$ cat src/rtl/dmem_arbiter_if.sv
// Bundled master-port, memory-port and response signals of the data-memory arbiter.
// The slave modport is the arbiter's view. The master modport is the view of the masters and the memory.
interface dmem_arbiter_if #(
    parameter int unsigned DATA_WIDTH = 32
);
    logic                  m0_req;
    logic                  m0_we;
    logic [DATA_WIDTH-1:0] m0_addr;
    logic [DATA_WIDTH-1:0] m0_wdata;
    logic                  m0_gnt;
    logic                  m0_rvalid;
    logic [DATA_WIDTH-1:0] m0_rdata;
    logic                  m0_err;

    logic                  m1_req;
    logic                  m1_we;
    logic [DATA_WIDTH-1:0] m1_addr;
    logic [DATA_WIDTH-1:0] m1_wdata;
    logic                  m1_gnt;
    logic                  m1_rvalid;
    logic [DATA_WIDTH-1:0] m1_rdata;
    logic                  m1_err;

    logic                  mem_we;
    logic [DATA_WIDTH-1:0] mem_a;
    logic [DATA_WIDTH-1:0] mem_wd;
    logic [DATA_WIDTH-1:0] mem_rd;

    modport slave (
        input  m0_req, m0_we, m0_addr, m0_wdata,
        output m0_gnt, m0_rvalid, m0_rdata, m0_err,
        input  m1_req, m1_we, m1_addr, m1_wdata,
        output m1_gnt, m1_rvalid, m1_rdata, m1_err,
        output mem_we, mem_a, mem_wd,
        input  mem_rd
    );

    modport master (
        output m0_req, m0_we, m0_addr, m0_wdata,
        input  m0_gnt, m0_rvalid, m0_rdata, m0_err,
        output m1_req, m1_we, m1_addr, m1_wdata,
        input  m1_gnt, m1_rvalid, m1_rdata, m1_err,
        input  mem_we, mem_a, mem_wd,
        output mem_rd
    );
endinterface

$ cat src/rtl/dmem_arbiter.sv
// Two-port round-robin arbiter and single-access sequencer in front of the data memory.
// Optional feature: define DMEM_ARB_ALIGN_CHECK_EN to reject and flag word-misaligned accesses.
module dmem_arbiter #(
    parameter int unsigned DATA_WIDTH        = 32,
    parameter int unsigned RAM_ADDRESS_WIDTH = 18
) (
    input  logic           clk,
    input  logic           rst,
    dmem_arbiter_if.slave  bus
);
    typedef enum logic [1:0] {
        ST_IDLE,
        ST_ACCESS,
        ST_RESP
    } state_t;

    if (RAM_ADDRESS_WIDTH < 3 || RAM_ADDRESS_WIDTH > DATA_WIDTH) begin : g_bad_cfg
        $error("dmem_arbiter: RAM_ADDRESS_WIDTH out of range");
    end

    state_t                r_state;
    state_t                w_state_nxt;
    logic                  r_last_grant;   // 1: M1 was granted most recently
    logic                  r_cap_port;
    logic                  r_cap_we;
    logic                  r_cap_err;
    logic [DATA_WIDTH-1:0] r_mem_a;
    logic [DATA_WIDTH-1:0] r_mem_wd;
    logic                  r_m0_rvalid;
    logic                  r_m1_rvalid;
    logic                  r_m0_err;
    logic                  r_m1_err;
    logic [DATA_WIDTH-1:0] r_m0_rdata;
    logic [DATA_WIDTH-1:0] r_m1_rdata;

    logic                  w_arb_en;
    logic                  w_gnt0;
    logic                  w_gnt1;
    logic                  w_any_gnt;
    logic                  w_sel_we;
    logic [DATA_WIDTH-1:0] w_sel_addr;
    logic [DATA_WIDTH-1:0] w_sel_wdata;
    logic                  w_misalign;
    logic [DATA_WIDTH-1:0] w_rsp_data;

`ifdef DMEM_ARB_ALIGN_CHECK_EN
    assign w_misalign = (w_sel_addr[1:0] != 2'b00);
`else
    assign w_misalign = 1'b0;
`endif

    always_comb begin
        w_arb_en    = !rst && (r_state == ST_IDLE || r_state == ST_RESP);
        w_gnt0      = w_arb_en && bus.m0_req && (!bus.m1_req || r_last_grant);
        w_gnt1      = w_arb_en && bus.m1_req && (!bus.m0_req || !r_last_grant);
        w_any_gnt   = w_gnt0 || w_gnt1;
        w_sel_we    = w_gnt1 ? bus.m1_we    : bus.m0_we;
        w_sel_addr  = w_gnt1 ? bus.m1_addr  : bus.m0_addr;
        w_sel_wdata = w_gnt1 ? bus.m1_wdata : bus.m0_wdata;
        w_rsp_data  = (r_cap_we || r_cap_err) ? '0 : bus.mem_rd;

        w_state_nxt = r_state;
        case (r_state)
            ST_IDLE:   if (w_any_gnt) w_state_nxt = ST_ACCESS;
            ST_ACCESS: w_state_nxt = ST_RESP;
            ST_RESP:   w_state_nxt = w_any_gnt ? ST_ACCESS : ST_IDLE;
            default:   w_state_nxt = ST_IDLE;
        endcase
    end

    always_ff @(posedge clk) begin
        if (rst) begin
            r_state      <= ST_IDLE;
            r_last_grant <= 1'b1;
            r_cap_port   <= 1'b0;
            r_cap_we     <= 1'b0;
            r_cap_err    <= 1'b0;
            r_mem_a      <= '0;
            r_mem_wd     <= '0;
            r_m0_rvalid  <= 1'b0;
            r_m1_rvalid  <= 1'b0;
            r_m0_err     <= 1'b0;
            r_m1_err     <= 1'b0;
            r_m0_rdata   <= '0;
            r_m1_rdata   <= '0;
        end else begin
            r_state <= w_state_nxt;
            if (w_any_gnt) begin
                r_last_grant <= w_gnt1;
                r_cap_port   <= w_gnt1;
                r_cap_we     <= w_sel_we;
                r_cap_err    <= w_misalign;
                r_mem_a      <= w_sel_addr;
                r_mem_wd     <= w_sel_wdata;
            end
            // Response registers load only at the end of ACCESS, so they pulse for exactly the RESP cycle
            if (r_state == ST_ACCESS) begin
                r_m0_rvalid <= !r_cap_port;
                r_m1_rvalid <= r_cap_port;
                r_m0_err    <= !r_cap_port && r_cap_err;
                r_m1_err    <= r_cap_port && r_cap_err;
                r_m0_rdata  <= r_cap_port ? '0 : w_rsp_data;
                r_m1_rdata  <= r_cap_port ? w_rsp_data : '0;
            end else begin
                r_m0_rvalid <= 1'b0;
                r_m1_rvalid <= 1'b0;
                r_m0_err    <= 1'b0;
                r_m1_err    <= 1'b0;
                r_m0_rdata  <= '0;
                r_m1_rdata  <= '0;
            end
        end
    end

    assign bus.m0_gnt    = w_gnt0;
    assign bus.m1_gnt    = w_gnt1;
    assign bus.m0_rvalid = r_m0_rvalid;
    assign bus.m1_rvalid = r_m1_rvalid;
    assign bus.m0_err    = r_m0_err;
    assign bus.m1_err    = r_m1_err;
    assign bus.m0_rdata  = r_m0_rdata;
    assign bus.m1_rdata  = r_m1_rdata;
    assign bus.mem_a     = r_mem_a;
    assign bus.mem_wd    = r_mem_wd;
    // Reset gates the write strobe in the same cycle so an interrupted write never commits
    assign bus.mem_we    = (r_state == ST_ACCESS) && r_cap_we && !r_cap_err && !rst;
endmodule

$ cat src/flat_wrapper.sv
// flat-port wrapper written by rule: the top's interface ports become plain ports
module dmem_arbiter_flat 
#(
    parameter int unsigned DATA_WIDTH        = 32,
    parameter int unsigned RAM_ADDRESS_WIDTH = 18
)
  (clk, rst, bus_m0_req, bus_m0_we, bus_m0_addr, bus_m0_wdata, bus_m0_gnt, bus_m0_rvalid, bus_m0_rdata, bus_m0_err, bus_m1_req, bus_m1_we, bus_m1_addr, bus_m1_wdata, bus_m1_gnt, bus_m1_rvalid, bus_m1_rdata, bus_m1_err, bus_mem_we, bus_mem_a, bus_mem_wd, bus_mem_rd);
  dmem_arbiter_if #(.DATA_WIDTH(DATA_WIDTH)) bus_i ();
  input  logic clk;
  input  logic rst;
  input wire logic [$bits(bus_i.m0_req)-1:0] bus_m0_req;
  input wire logic [$bits(bus_i.m0_we)-1:0] bus_m0_we;
  input wire logic [$bits(bus_i.m0_addr)-1:0] bus_m0_addr;
  input wire logic [$bits(bus_i.m0_wdata)-1:0] bus_m0_wdata;
  output wire logic [$bits(bus_i.m0_gnt)-1:0] bus_m0_gnt;
  output wire logic [$bits(bus_i.m0_rvalid)-1:0] bus_m0_rvalid;
  output wire logic [$bits(bus_i.m0_rdata)-1:0] bus_m0_rdata;
  output wire logic [$bits(bus_i.m0_err)-1:0] bus_m0_err;
  input wire logic [$bits(bus_i.m1_req)-1:0] bus_m1_req;
  input wire logic [$bits(bus_i.m1_we)-1:0] bus_m1_we;
  input wire logic [$bits(bus_i.m1_addr)-1:0] bus_m1_addr;
  input wire logic [$bits(bus_i.m1_wdata)-1:0] bus_m1_wdata;
  output wire logic [$bits(bus_i.m1_gnt)-1:0] bus_m1_gnt;
  output wire logic [$bits(bus_i.m1_rvalid)-1:0] bus_m1_rvalid;
  output wire logic [$bits(bus_i.m1_rdata)-1:0] bus_m1_rdata;
  output wire logic [$bits(bus_i.m1_err)-1:0] bus_m1_err;
  output wire logic [$bits(bus_i.mem_we)-1:0] bus_mem_we;
  output wire logic [$bits(bus_i.mem_a)-1:0] bus_mem_a;
  output wire logic [$bits(bus_i.mem_wd)-1:0] bus_mem_wd;
  input wire logic [$bits(bus_i.mem_rd)-1:0] bus_mem_rd;
  assign bus_i.m0_req = bus_m0_req;
  assign bus_i.m0_we = bus_m0_we;
  assign bus_i.m0_addr = bus_m0_addr;
  assign bus_i.m0_wdata = bus_m0_wdata;
  assign bus_m0_gnt = bus_i.m0_gnt;
  assign bus_m0_rvalid = bus_i.m0_rvalid;
  assign bus_m0_rdata = bus_i.m0_rdata;
  assign bus_m0_err = bus_i.m0_err;
  assign bus_i.m1_req = bus_m1_req;
  assign bus_i.m1_we = bus_m1_we;
  assign bus_i.m1_addr = bus_m1_addr;
  assign bus_i.m1_wdata = bus_m1_wdata;
  assign bus_m1_gnt = bus_i.m1_gnt;
  assign bus_m1_rvalid = bus_i.m1_rvalid;
  assign bus_m1_rdata = bus_i.m1_rdata;
  assign bus_m1_err = bus_i.m1_err;
  assign bus_mem_we = bus_i.mem_we;
  assign bus_mem_a = bus_i.mem_a;
  assign bus_mem_wd = bus_i.mem_wd;
  assign bus_i.mem_rd = bus_mem_rd;
  dmem_arbiter #(.DATA_WIDTH(DATA_WIDTH), .RAM_ADDRESS_WIDTH(RAM_ADDRESS_WIDTH)) u_core (.clk(clk), .rst(rst), .bus(bus_i));
endmodule
$ cat config.mk
export PLATFORM = sky130hd
export DESIGN_NAME = dmem_arbiter_flat
export DESIGN_NICKNAME = d
export VERILOG_FILES = /design/src/rtl/dmem_arbiter_if.sv /design/src/rtl/dmem_arbiter.sv /design/src/flat_wrapper.sv
export SDC_FILE = /design/constraint.sdc
export NUM_CORES = 1
export LEC_CHECK = 0
export CAP_MARGIN = 10
export CORE_MARGIN = 2
export CORE_UTILIZATION = 38
export CTS_BUF_LIST = sky130_fd_sc_hd__clkbuf_4 sky130_fd_sc_hd__clkbuf_8 sky130_fd_sc_hd__clkbuf_16
export DETAILED_ROUTE_END_ITERATION = 10
export HOLD_SLACK_MARGIN = 0.12
export PLACE_DENSITY = 0.9
export SYNTH_ARGS = -nofsm -noshare
export SYNTH_HDL_FRONTEND = slang
export SYNTH_SLANG_ARGS = --single-unit
export TNS_END_PERCENT = 20
$ cat constraint.sdc
create_clock -name clk -period 1.8 [get_ports clk]
set_input_delay 0.36 -clock clk [delete_from_list [all_inputs] [get_ports clk]]
set_output_delay 0.36 -clock clk [all_outputs]
set_load 0.02 [all_outputs]
==> results.sh <==
export IMPL_ys_seq_elements=135
export IMPL_n_antenna_cell=0
export IMPL_vias=5802
export IMPL_postCtsSetupBuffers=0
export IMPL_worst_pin_slew_ns=0.614
export IMPL_syn_cell_area_mm2=0.00527
export IMPL_yosys_area_top_type_share_pct=51.3
export IMPL_status="complete, no violations"
export IMPL_fillers=1050
export IMPL_ys_flop_type="dfxtp_1"
export IMPL_synthMostInstantiatedCell="dfxtp_1"
export IMPL_gr_total_overflow=0
export IMPL_viasPerCell=5.55
export IMPL_final_setup_skew_ns=0.00612
export IMPL_first_pass_iters=5
export IMPL_cts_root_buffer="clkbuf_16"
export IMPL_drive_above_1_share_pct=8.31
export IMPL_area_growth_synth_to_final_pct=71.0
export IMPL_crit_path_max_incr_delay_ns=0.66
export IMPL_cts_sinks=135
export IMPL_ctsHoldBuffers=0
export IMPL_postSynthAreaPerCell_um2=9.00
export IMPL_dpl_hpwl_mm=12.6
export IMPL_grt_pass1_vias=5750
export IMPL_ir_worst_vdd_v=0.000636
export IMPL_dr_first_iter_drc_count=419
export IMPL_synth_seq_area_share_pct=51.3
export IMPL_cp_cell_sequence="clkdlybuf4s50_1"
export IMPL_cp_end_kind="primary output"
export IMPL_postRouteAntennaNets=0
export IMPL_cp_data_arrival_time_ns=1.41
export IMPL_synth_warnings=0
export IMPL_final_net_count=1020
export IMPL_max_cap_violations=0
export IMPL_cts_repair_resize_count=12
export IMPL_h_tree_depth=4
export IMPL_p_total_mw=8.39
export IMPL_die_y_um=122
export IMPL_fp_dieW_um=122
export IMPL_relSlewSlack_pct=59.0
export IMPL_crit_family="buffers and inverters"
export IMPL_place_congestion=0.783
export IMPL_ios=301
export IMPL_fin_crit_sh_pct=98.5
export IMPL_crit_buf_inv=1
export IMPL_place_area_mm2=0.00838
export IMPL_synth_cells=586
export IMPL_cts_made_buffers=17
export IMPL_yosysTopAreaCell="dfxtp_1"
export IMPL_hold_viol_final=0
export IMPL_rows=43
export IMPL_synthArstFlopShare_pct=0
export IMPL_core_mm2=0.0137
export IMPL_p_leak_nw=3.28
export IMPL_cpMaxStageDelayCell="clkdlybuf4s50_1"
export IMPL_crit_required_ns=1.44
export IMPL_wl_mm=19.3
export IMPL_initial_core_util_pct=38.4
export IMPL_synth_enable_flop_cells=0
export IMPL_clk_latency_ns=0.41
export IMPL_yosys_cell_types_count=26
export IMPL_tritoncts="built"
export IMPL_antenna_found_initial=2
export IMPL_grt_max_degree=67
export IMPL_setup_viol=0
export IMPL_finalSetupTns_ns=0
export IMPL_grt_usage_pct=25.7
export IMPL_drv_slew=0
export IMPL_post_drt_wl_per_cell_um=18.5
export IMPL_fmax_ghz=0.564
export IMPL_grt_pass1_wl_mm=29.8
export IMPL_crit_type="flop to primary output"
export IMPL_synth_common_cells="dfxtp_1, nor2_1, a21oi_1, a311oi_1, nand4_1"
export IMPL_die_area_mm2=0.0148
export IMPL_cts_buffer_depth=2
export IMPL_rsz0062_at_grt="no"
export IMPL_postLayoutCellArea_mm2=0.00901
export IMPL_startpoint_type="flop"
export IMPL_power_density_mw_per_mm2=931
export IMPL_min_path_type="input port to flop"
export IMPL_finalCriticalPeriod_ns=1.77
export IMPL_port_buffers=298
export IMPL_drc=0
export IMPL_path_max_fanout=2
export IMPL_path_clk_slew_ns=0.06
export IMPL_synthTopCellsByArea="dfxtp_1, a311oi_1, nand4_1"
## through the flow
step	worst slack [ns]	hold slack (ns)	std cells	util, %
5_1_grt	0.000494	0.387	1046	65.7
3_3_place_gp	-0.414	0.496	1015	61.1
2_1_floorplan	0.137	0.406	587	-
3_5_place_dp	-0.410	0.494	1015	61.1
6_report	0.0274	0.368	1046	65.7
4_1_cts	-0.0269	0.358	1046	65.5
## registers in the layout, indices dropped and copies added, names as in the netlist
register / flops
u_core.bus.m1_rdata: 32
u_core.r_state: 2
u_core.r_cap_we: 1
u_core.bus.m1_rvalid: 1
u_core.bus.mem_a: 32
u_core.bus.mem_wd: 32
u_core.bus.m0_rvalid: 1
u_core.r_last_grant: 1
u_core.bus.m0_rdata: 32
u_core.r_cap_port: 1
## cell families after synthesis
logic type / Yosys count / share of synthesized area [%]
buf+inv: 79 / 7.31
compound gates: 199 / 24.0
simple gates: 172 / 17.3
flops: 135 / 51.3
other cells: 1 / 0.0711
## report_power, final
group / internal (mW) / switching, mW / leakage (nW)
clock network: 2.19 / 1.34 / 0.291
logic: 0.821 / 0.813 / 1.88
registers: 3.15 / 0.0837 / 1.10
## tightest hold or removal path, delay by kind of cell
kind / cells / cell delay [ns]
buf+inv: 2 / 0.30
simple gates: 1 / 0.06
## worst paths after layout
check | cells past startpoint | slack [ns] | from | to
max | 1 | 0.03 | u_core.bus.mem_a[2] | bus_mem_a[2]
max reg2reg | 5 | 0.22 | u_core.r_state[0] | u_core.bus.mem_wd[12]
min reg2reg | 2 | 0.50 | u_core.r_cap_port | u_core.r_cap_port
min | 3 | 0.37 | rst | u_core.r_state[1]
## cells in the final DEF (no fill, tap or decap), types with 2 or more instances in the layout
cell type,netlist,layout
clkdlybuf4s50_1,0,287
dfxtp_1,135,134
nor2_1,66,65
nand4_1,65,65
a21oi_1,65,65
a311oi_1,65,63
o21ai_0,61,61
nand2b_1,33,33
clkbuf_16,0,17
buf_4,4,17
buf_12,0,7
dlymetal6s2s_1,0,5
o21ai_1,4,4
buf_2,21,4
inv_1,3,3
bufinv_16,0,3
clkinv_4,0,3
clkinv_2,0,3
nand2_1,3,2
a311oi_2,0,2
conb_1,1,2
clkinvlp_4,0,2
inv_6,0,2
buf_6,6,2
## final cells by class
class	count	area [µm²]	area share, %
Inverter	4	15.0	0.167
Clock inverter	14	175	1.94
Multi-Input combinational cell	373	2210	24.6
Clock buffer	17	425	4.72
Tap cell	180	225	2.50
Sequential cell	135	2710	30.0
Timing Repair Buffer	323	3250	36.1
## layer usage
metal	global-route usage (%)	vias up	routed length, µm
met5	0	-	27
met4	11.4	4	533
met3	10.2	47	1840
met2	43.2	307	9660
met1	28.7	2738	7250
li1	-	2706	-
No activity file was read; power rests on OpenSTA's default activity.
